===== src/rtl/hazard_pkg.sv =====
// Shared types and constants for the pipeline hazard controller.
package hazard_pkg;

    localparam int unsigned REG_W  = 5;
    localparam int unsigned WAIT_W = 8;
    localparam int unsigned CNT_W  = 16;

    localparam logic [WAIT_W-1:0] TIMEOUT_DEF = 8'd255;
    localparam logic [REG_W-1:0]  REG_ZERO    = 5'd0;

    typedef enum logic [1:0] {
        ST_RUN      = 2'd0,
        ST_MEM_WAIT = 2'd1,
        ST_ERR      = 2'd2
    } state_t;

endpackage


===== src/rtl/hazard_ctrl_if.sv =====
// Pipeline-facing signal bundle: decode/execute/memory status in, stage enables out.
interface hazard_ctrl_if;
    import hazard_pkg::*;

    logic [REG_W-1:0] id_rs;
    logic [REG_W-1:0] id_rt;
    logic [REG_W-1:0] ex_dst;
    logic             ex_load;
    logic             br_taken;
    logic             mem_req;
    logic             mem_ack;

    logic             pc_we;
    logic             ifid_we;
    logic             idex_we;
    logic             exmem_we;
    logic             ifid_clr;
    logic             idex_clr;
    logic             memwb_clr;
    logic             mem_err;
    logic [1:0]       state;
    logic [CNT_W-1:0] stall_cnt;

    // Pipeline side: drives stage status, receives control.
    modport master (
        output id_rs, id_rt, ex_dst, ex_load, br_taken, mem_req, mem_ack,
        input  pc_we, ifid_we, idex_we, exmem_we, ifid_clr, idex_clr, memwb_clr,
        input  mem_err, state, stall_cnt
    );

    // Controller side.
    modport slave (
        input  id_rs, id_rt, ex_dst, ex_load, br_taken, mem_req, mem_ack,
        output pc_we, ifid_we, idex_we, exmem_we, ifid_clr, idex_clr, memwb_clr,
        output mem_err, state, stall_cnt
    );

endinterface


===== src/rtl/hz_loaduse_cmp.sv =====
// Load-use detector: a load in EX writes a nonzero register the ID instruction reads.
module hz_loaduse_cmp
    import hazard_pkg::*;
(
    input  logic             ex_load,
    input  logic [REG_W-1:0] ex_dst,
    input  logic [REG_W-1:0] id_rs,
    input  logic [REG_W-1:0] id_rt,
    output logic             load_use
);

    assign load_use = ex_load && (ex_dst != REG_ZERO) &&
                      ((ex_dst == id_rs) || (ex_dst == id_rt));

endmodule


===== src/rtl/hazard_ctrl.sv =====
// Pipeline hazard controller: memory-wait freeze with timeout, branch flush,
// load-use bubble, and a saturating stall-cycle counter.
module hazard_ctrl
    import hazard_pkg::*;
#(
    parameter logic [WAIT_W-1:0] TIMEOUT = TIMEOUT_DEF
) (
    input  logic         clk,
    input  logic         s,
    hazard_ctrl_if.slave bus
);

    state_t            state_q, state_d;
    logic [WAIT_W-1:0] wcnt_q, wcnt_d;
    logic [CNT_W-1:0]  stall_q;
    logic              err_q, err_d;
    logic              load_use;

    logic pc_we, ifid_we, idex_we, exmem_we;
    logic ifid_clr, idex_clr, memwb_clr;

    hz_loaduse_cmp u_cmp (
        .ex_load  (bus.ex_load),
        .ex_dst   (bus.ex_dst),
        .id_rs    (bus.id_rs),
        .id_rt    (bus.id_rt),
        .load_use (load_use)
    );

    // State, wait counter, error pulse and stall counter registers.
    always_ff @(posedge clk or posedge s) begin
        if (s) begin
            state_q <= ST_RUN;
            wcnt_q  <= '0;
            err_q   <= 1'b0;
            stall_q <= '0;
        end else begin
            state_q <= state_d;
            wcnt_q  <= wcnt_d;
            err_q   <= err_d;
            if (!pc_we && (stall_q != '1))
                stall_q <= stall_q + CNT_W'(1);
        end
    end

    // Next-state and stage-control decode; reset masks every hazard.
    always_comb begin
        state_d   = state_q;
        wcnt_d    = wcnt_q;
        err_d     = 1'b0;
        pc_we     = 1'b1;
        ifid_we   = 1'b1;
        idex_we   = 1'b1;
        exmem_we  = 1'b1;
        ifid_clr  = 1'b0;
        idex_clr  = 1'b0;
        memwb_clr = 1'b0;
        if (!s) begin
            case (state_q)
                ST_RUN: begin
                    if (bus.mem_req && !bus.mem_ack) begin
                        {pc_we, ifid_we, idex_we, exmem_we} = 4'b0000;
                        memwb_clr = 1'b1;
                        state_d   = ST_MEM_WAIT;
                        wcnt_d    = WAIT_W'(1);
                    end else if (bus.br_taken) begin
                        ifid_clr = 1'b1;
                        idex_clr = 1'b1;
                    end else if (load_use) begin
                        pc_we    = 1'b0;
                        ifid_we  = 1'b0;
                        idex_clr = 1'b1;
                    end
                end
                ST_MEM_WAIT: begin
                    if (bus.mem_ack) begin
                        state_d = ST_RUN;
                        wcnt_d  = '0;
                    end else begin
                        {pc_we, ifid_we, idex_we, exmem_we} = 4'b0000;
                        memwb_clr = 1'b1;
                        if (wcnt_q == TIMEOUT) begin
                            err_d   = 1'b1;
                            state_d = ST_ERR;
                        end else begin
                            wcnt_d = wcnt_q + WAIT_W'(1);
                        end
                    end
                end
                ST_ERR: begin
                    {pc_we, ifid_we, idex_we, exmem_we} = 4'b0000;
                    memwb_clr = 1'b1;
                end
                default: begin
                    state_d = ST_RUN;
                    wcnt_d  = '0;
                end
            endcase
        end
    end

    assign bus.pc_we     = pc_we;
    assign bus.ifid_we   = ifid_we;
    assign bus.idex_we   = idex_we;
    assign bus.exmem_we  = exmem_we;
    assign bus.ifid_clr  = ifid_clr;
    assign bus.idex_clr  = idex_clr;
    assign bus.memwb_clr = memwb_clr;
    assign bus.mem_err   = err_q;
    assign bus.state     = state_q;
    assign bus.stall_cnt = stall_q;

endmodule


===== src/flat_wrapper.sv =====
// flat-port wrapper written by rule: the top's interface ports become plain ports
module hazard_ctrl_flat import hazard_pkg::*;
#(
    parameter logic [WAIT_W-1:0] TIMEOUT = TIMEOUT_DEF
)
  (clk, s, bus_id_rs, bus_id_rt, bus_ex_dst, bus_ex_load, bus_br_taken, bus_mem_req, bus_mem_ack, bus_pc_we, bus_ifid_we, bus_idex_we, bus_exmem_we, bus_ifid_clr, bus_idex_clr, bus_memwb_clr, bus_mem_err, bus_state, bus_stall_cnt);
  hazard_ctrl_if bus_i ();
  input  logic clk;
  input  logic s;
  input wire logic [$bits(bus_i.id_rs)-1:0] bus_id_rs;
  input wire logic [$bits(bus_i.id_rt)-1:0] bus_id_rt;
  input wire logic [$bits(bus_i.ex_dst)-1:0] bus_ex_dst;
  input wire logic [$bits(bus_i.ex_load)-1:0] bus_ex_load;
  input wire logic [$bits(bus_i.br_taken)-1:0] bus_br_taken;
  input wire logic [$bits(bus_i.mem_req)-1:0] bus_mem_req;
  input wire logic [$bits(bus_i.mem_ack)-1:0] bus_mem_ack;
  output wire logic [$bits(bus_i.pc_we)-1:0] bus_pc_we;
  output wire logic [$bits(bus_i.ifid_we)-1:0] bus_ifid_we;
  output wire logic [$bits(bus_i.idex_we)-1:0] bus_idex_we;
  output wire logic [$bits(bus_i.exmem_we)-1:0] bus_exmem_we;
  output wire logic [$bits(bus_i.ifid_clr)-1:0] bus_ifid_clr;
  output wire logic [$bits(bus_i.idex_clr)-1:0] bus_idex_clr;
  output wire logic [$bits(bus_i.memwb_clr)-1:0] bus_memwb_clr;
  output wire logic [$bits(bus_i.mem_err)-1:0] bus_mem_err;
  output wire logic [$bits(bus_i.state)-1:0] bus_state;
  output wire logic [$bits(bus_i.stall_cnt)-1:0] bus_stall_cnt;
  assign bus_i.id_rs = bus_id_rs;
  assign bus_i.id_rt = bus_id_rt;
  assign bus_i.ex_dst = bus_ex_dst;
  assign bus_i.ex_load = bus_ex_load;
  assign bus_i.br_taken = bus_br_taken;
  assign bus_i.mem_req = bus_mem_req;
  assign bus_i.mem_ack = bus_mem_ack;
  assign bus_pc_we = bus_i.pc_we;
  assign bus_ifid_we = bus_i.ifid_we;
  assign bus_idex_we = bus_i.idex_we;
  assign bus_exmem_we = bus_i.exmem_we;
  assign bus_ifid_clr = bus_i.ifid_clr;
  assign bus_idex_clr = bus_i.idex_clr;
  assign bus_memwb_clr = bus_i.memwb_clr;
  assign bus_mem_err = bus_i.mem_err;
  assign bus_state = bus_i.state;
  assign bus_stall_cnt = bus_i.stall_cnt;
  hazard_ctrl #(.TIMEOUT(TIMEOUT)) u_core (.clk(clk), .s(s), .bus(bus_i));
endmodule

===== config.mk =====
export PLATFORM = sky130hd
export DESIGN_NAME = hazard_ctrl_flat
export DESIGN_NICKNAME = d
export VERILOG_FILES = /design/src/rtl/hazard_pkg.sv /design/src/rtl/hazard_ctrl_if.sv /design/src/rtl/hz_loaduse_cmp.sv /design/src/rtl/hazard_ctrl.sv /design/src/flat_wrapper.sv
export SDC_FILE = /design/constraint.sdc
export NUM_CORES = 1
export LEC_CHECK = 0
export CORE_MARGIN = 3
export CORE_UTILIZATION = 35
export DETAILED_ROUTE_END_ITERATION = 6
export PLACE_DENSITY_LB_ADDON = 0.25
export SLEW_MARGIN = 20
export SYNTH_ARGS = -nofsm -noshare
export SYNTH_HDL_FRONTEND = slang
export SYNTH_SLANG_ARGS = --single-unit
export TNS_END_PERCENT = 20

===== constraint.sdc =====
create_clock -name clk -period 3.3 [get_ports clk]
set_clock_uncertainty 0.15 [all_clocks]
set_input_delay 0.66 -clock clk [delete_from_list [all_inputs] [get_ports clk]]
set_output_delay 0.66 -clock clk [all_outputs]
set_load 0.05 [all_outputs]

==> results of run 1 <==
[power by group]
group | internal [mW] | total [mW] | switching [mW] | leakage [nW]
combinational | 0.154 | 0.373 | 0.219 | 0.567
sequential | 0.373 | 0.421 | 0.0475 | 0.364
clock | 0.0847 | 0.190 | 0.105 | 0.0255
total | 0.612 | 0.984 | 0.372 | 0.957
[critical path, delay by kind of cell]
kind | cells | cell delay, ps
AND/OR/NAND/NOR | 2 | 620
AO/OA/AOI/OAI | 2 | 250
buffers and inverters | 3 | 840
[synthesized netlist by cell type (all sizes together)]
| cell type | count |
|---|---|
| buf | 4 |
| ha | 2 |
| nand2 | 7 |
| and2 | 4 |
| inv | 7 |
| a31o | 1 |
| o31a | 1 |
| a2111oi | 1 |
| xnor2 | 14 |
| a21oi | 4 |
| and3 | 9 |
| clkbuf | 1 |
| and4 | 4 |
| mux2 | 2 |
| nand2b | 1 |
| nor3 | 4 |
| dfrtp | 27 |
| nand4 | 12 |
| nand3 | 9 |
| xor2 | 15 |
| nand3b | 2 |
| nor2 | 11 |
| o21ai | 12 |
| or4 | 1 |
| o21a | 1 |
| a22oi | 1 |
| nor2b | 1 |
| or4b | 1 |
[placed cells by master, fill, tap and decap left out, types with 5 or more instances in the layout]
cell             instances
xor2_1                  15
buf_12                   6
xnor2_1                 14
nand4_1                 12
dfrtp_1                 27
nand2_1                  7
clkdlybuf4s50_1         39
nor2_1                  11
buf_4                   10
inv_1                    5
nand3_1                  9
o21ai_0                  9
and3_1                   9
[per-stage QoR]
step                std cells  util (%)
finish                    263      54.0
global route              263      54.0
CTS                       263      54.0
detailed placement        259      52.9
global placement          259      52.9
floorplan                 159         -
[area by class of cell]
cell class                      count  area [um^2]  area share (%)
Clock buffer                        3         41.3            1.86
Clock inverter                      1         5.00           0.225
Inverter                            7         33.8            1.52
Multi-Input combinational cell    120          818            36.8
Sequential cell                    27          676            30.4
Tap cell                           50         62.6            2.82
Timing Repair Buffer               55          586            26.4
[worst max-delay path by stage]
stage / from / end / slack [ps] / depth (start not counted)
after global placement: bus_ex_dst[3] / bus_pc_we / 150 / 7
after CTS: bus_ex_dst[4] / bus_ifid_we / 120 / 7
after floorplan: s / bus_pc_we / 30 / 7
final: bus_ex_dst[4] / bus_ifid_we / 120 / 7
after global routing: bus_ex_dst[4] / bus_ifid_we / 60 / 7
after detailed placement: bus_ex_dst[4] / bus_ifid_we / 120 / 7
[cells by family after synthesis]
kind of cell             count (synthesis)  share of synthesized area, %
adder cells (fa/ha/maj)                  2                          1.62
AND/OR/NAND/NOR                         66                          24.2
multiplexers                             2                          1.46
XOR/XNOR                                29                          16.5
flip-flops                              27                          43.9
AO/OA/AOI/OAI                           21                          8.61
buffers and inverters                   12                          3.74
[per-layer routing]
layer,part of all wire (%),wire length (um),vias up,track usage [%]
li1,-,-,671,-
met4,0.52,18,0,2.71
met1,44,1530,642,17.4
met2,50,1750,28,24.4
met5,0,0,-,0
met3,5.3,184,2,4.02
[flip-flops by register name (all words and copies together), names as in the netlist]
signal / count
u_core.bus.stall_cnt: 16
u_core.wcnt_q: 8
u_core.bus.mem_err: 1
u_core.bus.state: 2
==> flow_summary_export.csv, run 1 <==
group,metric,value,unit
status,status,"finished clean",
routing,drc,0,
cts,cts_buffer_depth,2,
cts,cts.clk_slew.worst_paths,100,ps
final_layout,fin_area,2220,um^2
yosys,syn_avg_cell_area,9.69,um^2
sta,fmax,0.315,GHz
hold_path,min_path_cells,1,
grt,grt_first_pass_wirelength,5.98,mm
placement,port_buffers,46,
cts,cts.sinks,27,
yosys,netlist.area_leader.share,43.9,%
yosys,synth_seq_cells,27,
cts,cts_tree,"built",
cts,ctsHoldBuffers,0,
cts,clk_latency,280,ps
routing,drtIter0Drc,114,
yosys,yosysTopAreaCell,"dfrtp_1",
grt,track_usage,14.0,%
grt,grt_pass1_vias,1336,
final_layout,drive_above_1_share,13.1,%
placement,place_worst_setup_slack,123,ps
placement,placed_cell_area,2180,um^2
setup_path,r2r-start,"u_core.bus.state[1]$_DFFE_PP0P_",
yosys,synth-warning-count,0,
die,die_w,72.3,um
setup_path,worstSetupEndpointType,"output pin",
final_layout,antennaDiodeCount,0,
cts,cts_setup_buffers,0,
sta,timing.final.crit_share,96.3,%
setup_path,worstPathCellList,"clkdlybuf4s50_1 -> or4_1 -> o21ai_1 -> or4b_4 -> o21ai_4 -> clkinvlp_4 -> buf_12",
yosys,synthTopCellsByArea,"dfrtp_1 (44%), xor2_1 (8.5%), xnor2_1 (8.0%)",
grt,antenna_found_initial,0,
die,start_util,37.4,%
placement,gp_congestion,0.765,
final_layout,synthToLayoutAreaGrowth,44.3,%
die,io_pins,47,
setup_path,critPathKind,"input port to output pin",
sta,holdWs,351,ps
routing,drt-total-wl,3.48,mm
sta,setup_violations,0,
hold_path,hold_path_class,"flip-flop to flip-flop",
grt,overflow,0,
routing,first_pass_iters,4,
grt,grt_max_degree,29,
power_and_ir_drop,ir_worst_vdd,0.251,mV
setup_path,cp_data_arrival_time,2370,ps
sta,totalNegativeSetupSlack,0,ps
run,maxCapViolCount,0,
sta,finalHoldViolCount,0,
sta,tightest_slew,550,ps
yosys,synth_nets,182,
cts,postCtsResizedCells,0,
sta,post-route-min-period,3180,ps
setup_path,cp_max_fo,2,
yosys,netlist_instances,159,
die,core,4120,um^2
routing,vias_per_cell,5.11,
routing,routedWlPerCell,13.2,um
sta,rsz0062_at_grt,"no",
setup_path,max_stage_delay,500,ps
setup_path,worstRegToRegCells,6,
die,rows,23,
sta,slew_violations,0,
setup_path,cp_slowest_cell,"or4b_4",
sta,slew-limit-headroom,62.4,%
power_and_ir_drop,power.density,443,nW/um^2
final_layout,nNetsFinal,237,
setup_path,r2r_slack,1040,ps
setup_path,crit_required,2490,ps
yosys,synth.distinct_cells,31,
die,die-area,5230,um^2
power_and_ir_drop,p_leak,0.957,nW
sta,final.setup.worst_slack,120,ps
power_and_ir_drop,power,984,uW
setup_path,rr_endpoint,"u_core.bus.stall_cnt[12]$_DFFE_PP0P_",
yosys,syn_area,1540,um^2
routing,vias,1343,
yosys,ys_seq_area_share,43.9,%
setup_path,startpoint_type,"input port",
cts,h-tree-depth,1,
cts,cts_buffers,3,
hold_path,hold_end,"u_core.bus.stall_cnt[3]$_DFFE_PP0P_",
routing,ant_nets,0,
placement,hpwl,2.72,mm
cts,cts-root-buf,"clkbuf_8",
final_layout,fillers,372,
die,die_y,72.3,um
hold_path,min_from,"u_core.bus.stall_cnt[3]$_DFFE_PP0P_",
Note: power is estimated with default switching activity, not from simulation.
==> run 2: changes to the inputs <==
Settings changed: SYNTH_HIERARCHICAL set to 1.
==> run 2 against run 1 <==
Net effect:
- count of clock-buffer cells in the layout up 1
- highest routed layer unchanged
- sequential cell count unchanged
- final area down 1.7%
==> flow_summary_export.csv, run 2 <==
group,metric,value,unit
routing,drc,0,
sta,rsz0062_at_grt,"no",
final_layout,drive_above_1_share,12.4,%
placement,gp_congestion,0.766,
cts,ctsHoldBuffers,0,
yosys,synth_top_family_by_area,"simple AND/OR/NAND/NOR gates",
routing,first_pass_iters,4,
final_layout,largest_reg_flops,16,
grt,grt_max_degree,29,
yosys,netlist_instances,165,
yosys,synth.distinct_cells,36,
die,die_w,72.3,um
setup_path,max_stage_delay,460,ps
sta,slew-limit-headroom,66.1,%
final_layout,nNetsFinal,241,
cts,cts_tree,"built",
routing,routedWlPerCell,13.1,um
yosys,synth_seq_cells,27,
final_layout,layout_common_cells,"clkdlybuf4s50_1 (31), dfrtp_1 (27), nand2_1 (18)",
yosys,synth_edf_count,0,
grt,grt_first_pass_wirelength,6.19,mm
final_layout,antennaDiodeCount,0,
cts,h-tree-depth,1,
setup_path,cp_slowest_cell,"a311o_2",
placement,hpwl,2.68,mm
die,io_pins,47,
yosys,synth-warning-count,6,
cts,cts-root-buf,"clkbuf_8",
yosys,synthAdderAreaFrac,1.63,%
yosys,synth.top_cells.by_count,"dfrtp_1 (27), nand2_1 (18), xnor2_1 (15)",
die,die_y,72.3,um
setup_path,cp_num_buf_inv,2,
yosys,ys_seq_area_share,43.9,%
cts,clk_latency,270,ps
yosys,yosysMostFrequentCell,"dfrtp_1",
sta,tightest_slew,506,ps
setup_path,cp_data_arrival_time,2360,ps
cts,cts.sinks,27,
setup_path,critPathTopFamily,"compound AO/OA/AOI/OAI gates",
setup_path,worstPathCellList,"clkdlybuf4s50_1 -> xor2_1 -> nor3_2 -> nand3_1 -> a21oi_2 -> nand2b_1 -> a311o_2 -> buf_12",
yosys,synth_xor_area_share,13.1,%
setup_path,crit_required,2490,ps
power_and_ir_drop,p_leak,0.972,nW
yosys,syn_area,1540,um^2
die,core,4120,um^2
die,start_util,37.4,%
final_layout,fin_area,2180,um^2
yosys,syn_avg_cell_area,9.33,um^2
cts,cts_buffers,3,
grt,grt_pass1_vias,1364,
routing,ant_nets,0,
sta,finalHoldViolCount,0,
setup_path,startpoint_type,"input port",
sta,slew_violations,0,
status,status,"finished clean",
yosys,synth_mux_area_share,2.20,%
grt,track_usage,14.6,%
cts,cts_buffer_depth,2,
setup_path,worstSetupEndpointType,"output pin",
yosys,ys.flop_type,"dfrtp_1",
sta,setup_violations,0,
sta,timing.final.crit_share,96.1,%
sta,holdWs,344,ps
yosys,synth_nets,188,
setup_path,critPathKind,"input port to output pin",
yosys,yosys.area_share.simple,26.2,%
run,maxCapViolCount,0,
cts,cts.clk_slew.worst_paths,90,ps
yosys,synthTopCellsByArea,"dfrtp_1 (44%), xnor2_1 (8.5%), nand3_1 (4.6%)",
final_layout,synthToLayoutAreaGrowth,41.9,%
hold_path,hold_path_class,"flip-flop to flip-flop",
yosys,yosysTopAreaCell,"dfrtp_1",
routing,vias,1344,
yosys,netlist.area_leader.share,43.9,%
final_layout,fin_util,53.1,%
setup_path,cp_max_fo,3,
placement,placed_cell_area,2100,um^2
sta,fmax,0.315,GHz
power_and_ir_drop,ir_worst_vdd,0.525,mV
yosys,async_flop_share,100,%
die,die-area,5230,um^2
placement,port_buffers,46,
routing,vias_per_cell,5.03,
power_and_ir_drop,power.density,510,nW/um^2
final_layout,final_common_cell,"clkdlybuf4s50_1",
yosys,synth_compound_area_share,10.3,%
routing,drt-total-wl,3.49,mm
grt,antenna_found_initial,0,
die,rows,23,
grt,overflow,0,
routing,drtIter0Drc,85,
sta,post-route-min-period,3170,ps
## run 2: cell count changes in the layout (fill, tap and decap cells not counted), moves of 5 or more
cell             change
dlymetal6s2s_1       +8
clkdlybuf4s50_1      -8
nand3_1              +5
nand2_1             +11
nand4_1              -7
xor2_1               -7
## run 2: kinds of logic (layout without fill, tap and decap cells)
family / after synthesis / after routing
buffers and inverters: 9 / 61
multiplexers: 3 / 3
XOR/XNOR: 23 / 23
flip-flops: 27 / 27
AND/OR/NAND/NOR: 76 / 76
adder cells (fa/ha/maj): 2 / 2
AO/OA/AOI/OAI: 25 / 25
## run 2: power by group
part	internal, mW	total, mW	leakage, nW	switching (mW)
sequential	0.384	0.453	0.360	0.0688
clock	0.0866	0.189	0.0228	0.102
combinational	0.187	0.473	0.589	0.286
## run 2: routing by layer
layer / global-route usage, % / up-vias / wire length, um
li1: - / 691 / -
met1: 20.5 / 637 / 1680
met2: 24.2 / 13 / 1720
met3: 3.32 / 3 / 74
met4: 1.25 / 0 / 10
met5: 0 / - / 0
## run 2: area by class of cell
| cell class | count | area [um^2] |
|---|---|---|
| inverters | 4 | 15.0 |
| flip-flops and latches | 27 | 676 |
| well taps | 50 | 62.6 |
| clock buffers | 4 | 45.0 |
| fillers | 372 | 1930 |
| multi-input cells | 129 | 832 |
| repair buffers | 53 | 553 |
## run 2: path summary, 6_finish.rpt
kind / startpoint / to / slack, ps / cells past startpoint
max: bus_id_rs[2] / bus_ifid_we / 130 / 8
min: u_core/bus.stall_cnt[10]$_DFFE_PP0P_ / u_core/bus.stall_cnt[10]$_DFFE_PP0P_ / 340 / 1
max reg2reg: u_core/bus.state[1]$_DFFE_PP0P_ / u_core/bus.stall_cnt[15]$_DFFE_PP0P_ / 1030 / 6
min reg2reg: u_core/bus.stall_cnt[10]$_DFFE_PP0P_ / u_core/bus.stall_cnt[10]$_DFFE_PP0P_ / 340 / 1
max in group asynchronous: s / u_core/bus.stall_cnt[14]$_DFFE_PP0P_ / 1890 / 3
min in group asynchronous: s / u_core/bus.state[0]$_DFFE_PP0P_ / 850 / 3
## run 2: stage by stage
step                      cells  total power, mW  setup slack (ps)  setup TNS [ps]
final                       267             1.11               128               0
after global placement      262            0.928              -190           -1190
after global routing        267             1.18              3.23               0
after floorplan             165            0.754               105               0
after CTS                   267             1.13              2.53               0
after detailed placement    262            0.931              -213           -1300
## run 2: repair_timing
action                     in CTS  in global routing
setup buffers                   1                  0
gates resized for setup         2                  9
setup endpoints to repair       2                  6
pin swaps                       3                  6
==> run 3: changes to the inputs <==
Settings changed: CORE_UTILIZATION 35 to 40.
==> run 3 against run 2 <==
Net effect:
- final cell count down 2.2%
- count of clock-buffer cells in the layout did not move
- largest power group unchanged
- critical endpoint is now bus_pc_we
- die area down 12%
- clock power is essentially flat
- sequential share of layout area grew 0.47 points
- combinational power grew 1%
- hold slack improved by 6.5 ps
- setup slack got worse by 29 ps
- sequential cell count is the same
- register-to-register slack better by 40 ps
- critical path depth is the same
- wire length grew 10%
==> flow_summary_export.csv, run 3 (same netlist as run 2, synthesis figures left out) <==
group,metric,value,unit
sta,slew_violations,0,
final_layout,largest_reg_flops,16,
sta,fmax,0.312,GHz
routing,vias,1395,
sta,setup_violations,0,
placement,port_buffers,46,
setup_path,r2r_slack,1070,ps
hold_path,min_from,"u_core/bus.stall_cnt[5]$_DFFE_PP0P_",
routing,drt-total-wl,3.85,mm
die,core,3520,um^2
grt,track_usage,17.9,%
sta,finalHoldViolCount,0,
sta,rsz0062_at_grt,"no",
setup_path,critPathLaunch,"bus_id_rs[4]",
final_layout,antennaDiodeCount,0,
setup_path,critPathKind,"input port to output pin",
die,io_pins,47,
setup_path,startpoint_type,"input port",
sta,post-route-min-period,3200,ps
placement,dp_cells,256,
final_layout,fin_util,61.1,%
routing,drc,0,
sta,slew-limit-headroom,64.4,%
routing,routedWlPerCell,14.7,um
run,maxCapViolCount,0,
setup_path,cp_max_fo,3,
placement,gp_congestion,0.869,
die,rows,21,
routing,vias_per_cell,5.34,
power_and_ir_drop,p_leak,0.933,nW
die,start_util,43.7,%
final_layout,synthToLayoutAreaGrowth,39.8,%
grt,antenna_found_initial,0,
sta,holdWs,350,ps
cts,cts_tree,"built",
sta,tightest_slew,532,ps
final_layout,layout_common_cells,"clkdlybuf4s50_1 (34), dfrtp_1 (27), nand2_1 (18)",
cts,cts_buffers,3,
final_layout,nNetsFinal,239,
routing,ant_nets,0,
final_layout,fin_cells,261,
hold_path,hold_path_class,"flip-flop to flip-flop",
cts,cts.clk_slew.worst_paths,90,ps
grt,grt_pass1_vias,1360,
grt,grt_first_pass_wirelength,6.34,mm
grt,overflow,0,
power_and_ir_drop,power.density,519,nW/um^2
die,die_y,68.0,um
setup_path,crit_required,2490,ps
setup_path,r2r-start,"u_core/bus.state[1]$_DFFE_PP0P_",
routing,first_pass_iters,4,
die,die-area,4630,um^2
final_layout,final_common_cell,"clkdlybuf4s50_1",
cts,h-tree-depth,1,
status,status,"finished clean",
die,die_w,68.0,um
sta,timing.final.crit_share,97.0,%
sta,final.setup.worst_slack,98.4,ps
final_layout,drive_above_1_share,11.2,%
sta,totalNegativeSetupSlack,0,ps
cts,cts.sinks,27,
cts,cts_buffer_depth,2,
power_and_ir_drop,ir_worst_vdd,0.398,mV
cts,cts-root-buf,"clkbuf_8",
routing,drtIter0Drc,75,
setup_path,cp_data_arrival_time,2390,ps
placement,hpwl,3.00,mm
cts,clk_latency,270,ps
grt,grt_max_degree,29,
placement,place_worst_setup_slack,-153,ps
setup_path,worstSetupEndpointType,"output pin",
==> run 3: cell types whose count changed in the layout (fill, tap and decap cells not counted) <==
cell / change
buf_4: -2
clkdlybuf4s50_1: +3
dlymetal6s2s_1: -3
nor3_1: +1
nor3_2: -1
==> run 3: where the power goes <==
part,internal [mW],switching [mW]
Clock,0.0864,0.100
Combinational,0.184,0.295
Sequential,0.384,0.0670
Total,0.655,0.462
==> run 3: per-stage QoR <==
step / power [mW] / cell area [um^2]
floorplan: 0.754 / 1540
global placement: 0.920 / 2080
detailed placement: 0.932 / 2080
CTS: 1.12 / 2140
global route: 1.17 / 2150
finish: 1.12 / 2150
==> run 3: worst paths after layout <==
path                                                             end  cells past startpoint
worst max-delay path                                       bus_pc_we                      8
worst max register to register  u_core/bus.stall_cnt[15]$_DFFE_PP0P_                      6
min in group asynchronous            u_core/bus.state[0]$_DFFE_PP0P_                      3
worst min-delay path             u_core/bus.stall_cnt[5]$_DFFE_PP0P_                      1
max in group asynchronous       u_core/bus.stall_cnt[11]$_DFFE_PP0P_                      3
worst min register to register   u_core/bus.stall_cnt[5]$_DFFE_PP0P_                      1
==> run 3: repair_timing <==
action                                  4_1_cts  5_1_grt
hold endpoints to repair                      0        0
gates cloned                                  0        0
pin swaps                                     1        4
hold buffers                                  0        0
resized for setup                             2        5
buffers inserted                              1        0
endpoints found under the setup margin        2        6
==> run 3: per-layer routing <==
layer / global-route usage [%] / part of all wire, %
met2: 31.9 / 53
met3: 4.76 / 2.9
met5: 0 / 0
met1: 21.6 / 43
met4: 3.47 / 1.4
==> run 3: final cells by class <==
type / instances / area (um^2)
Sequential cell: 27 / 676
Clock buffer: 4 / 45.0
Tap cell: 46 / 57.6
Inverter: 4 / 15.0
Timing Repair Buffer: 51 / 531
Multi-Input combinational cell: 129 / 827
Fill cell: 316 / 1370
==> run 3: worst max-delay path, cell delays in order <==
cell and delay [ps]:
clkdlybuf4s50_1 410, xor2_1 140, nor3_1 210, nand3_1 130, a21oi_2 150, nand2b_1 70
a311o_2 450, buf_12 170
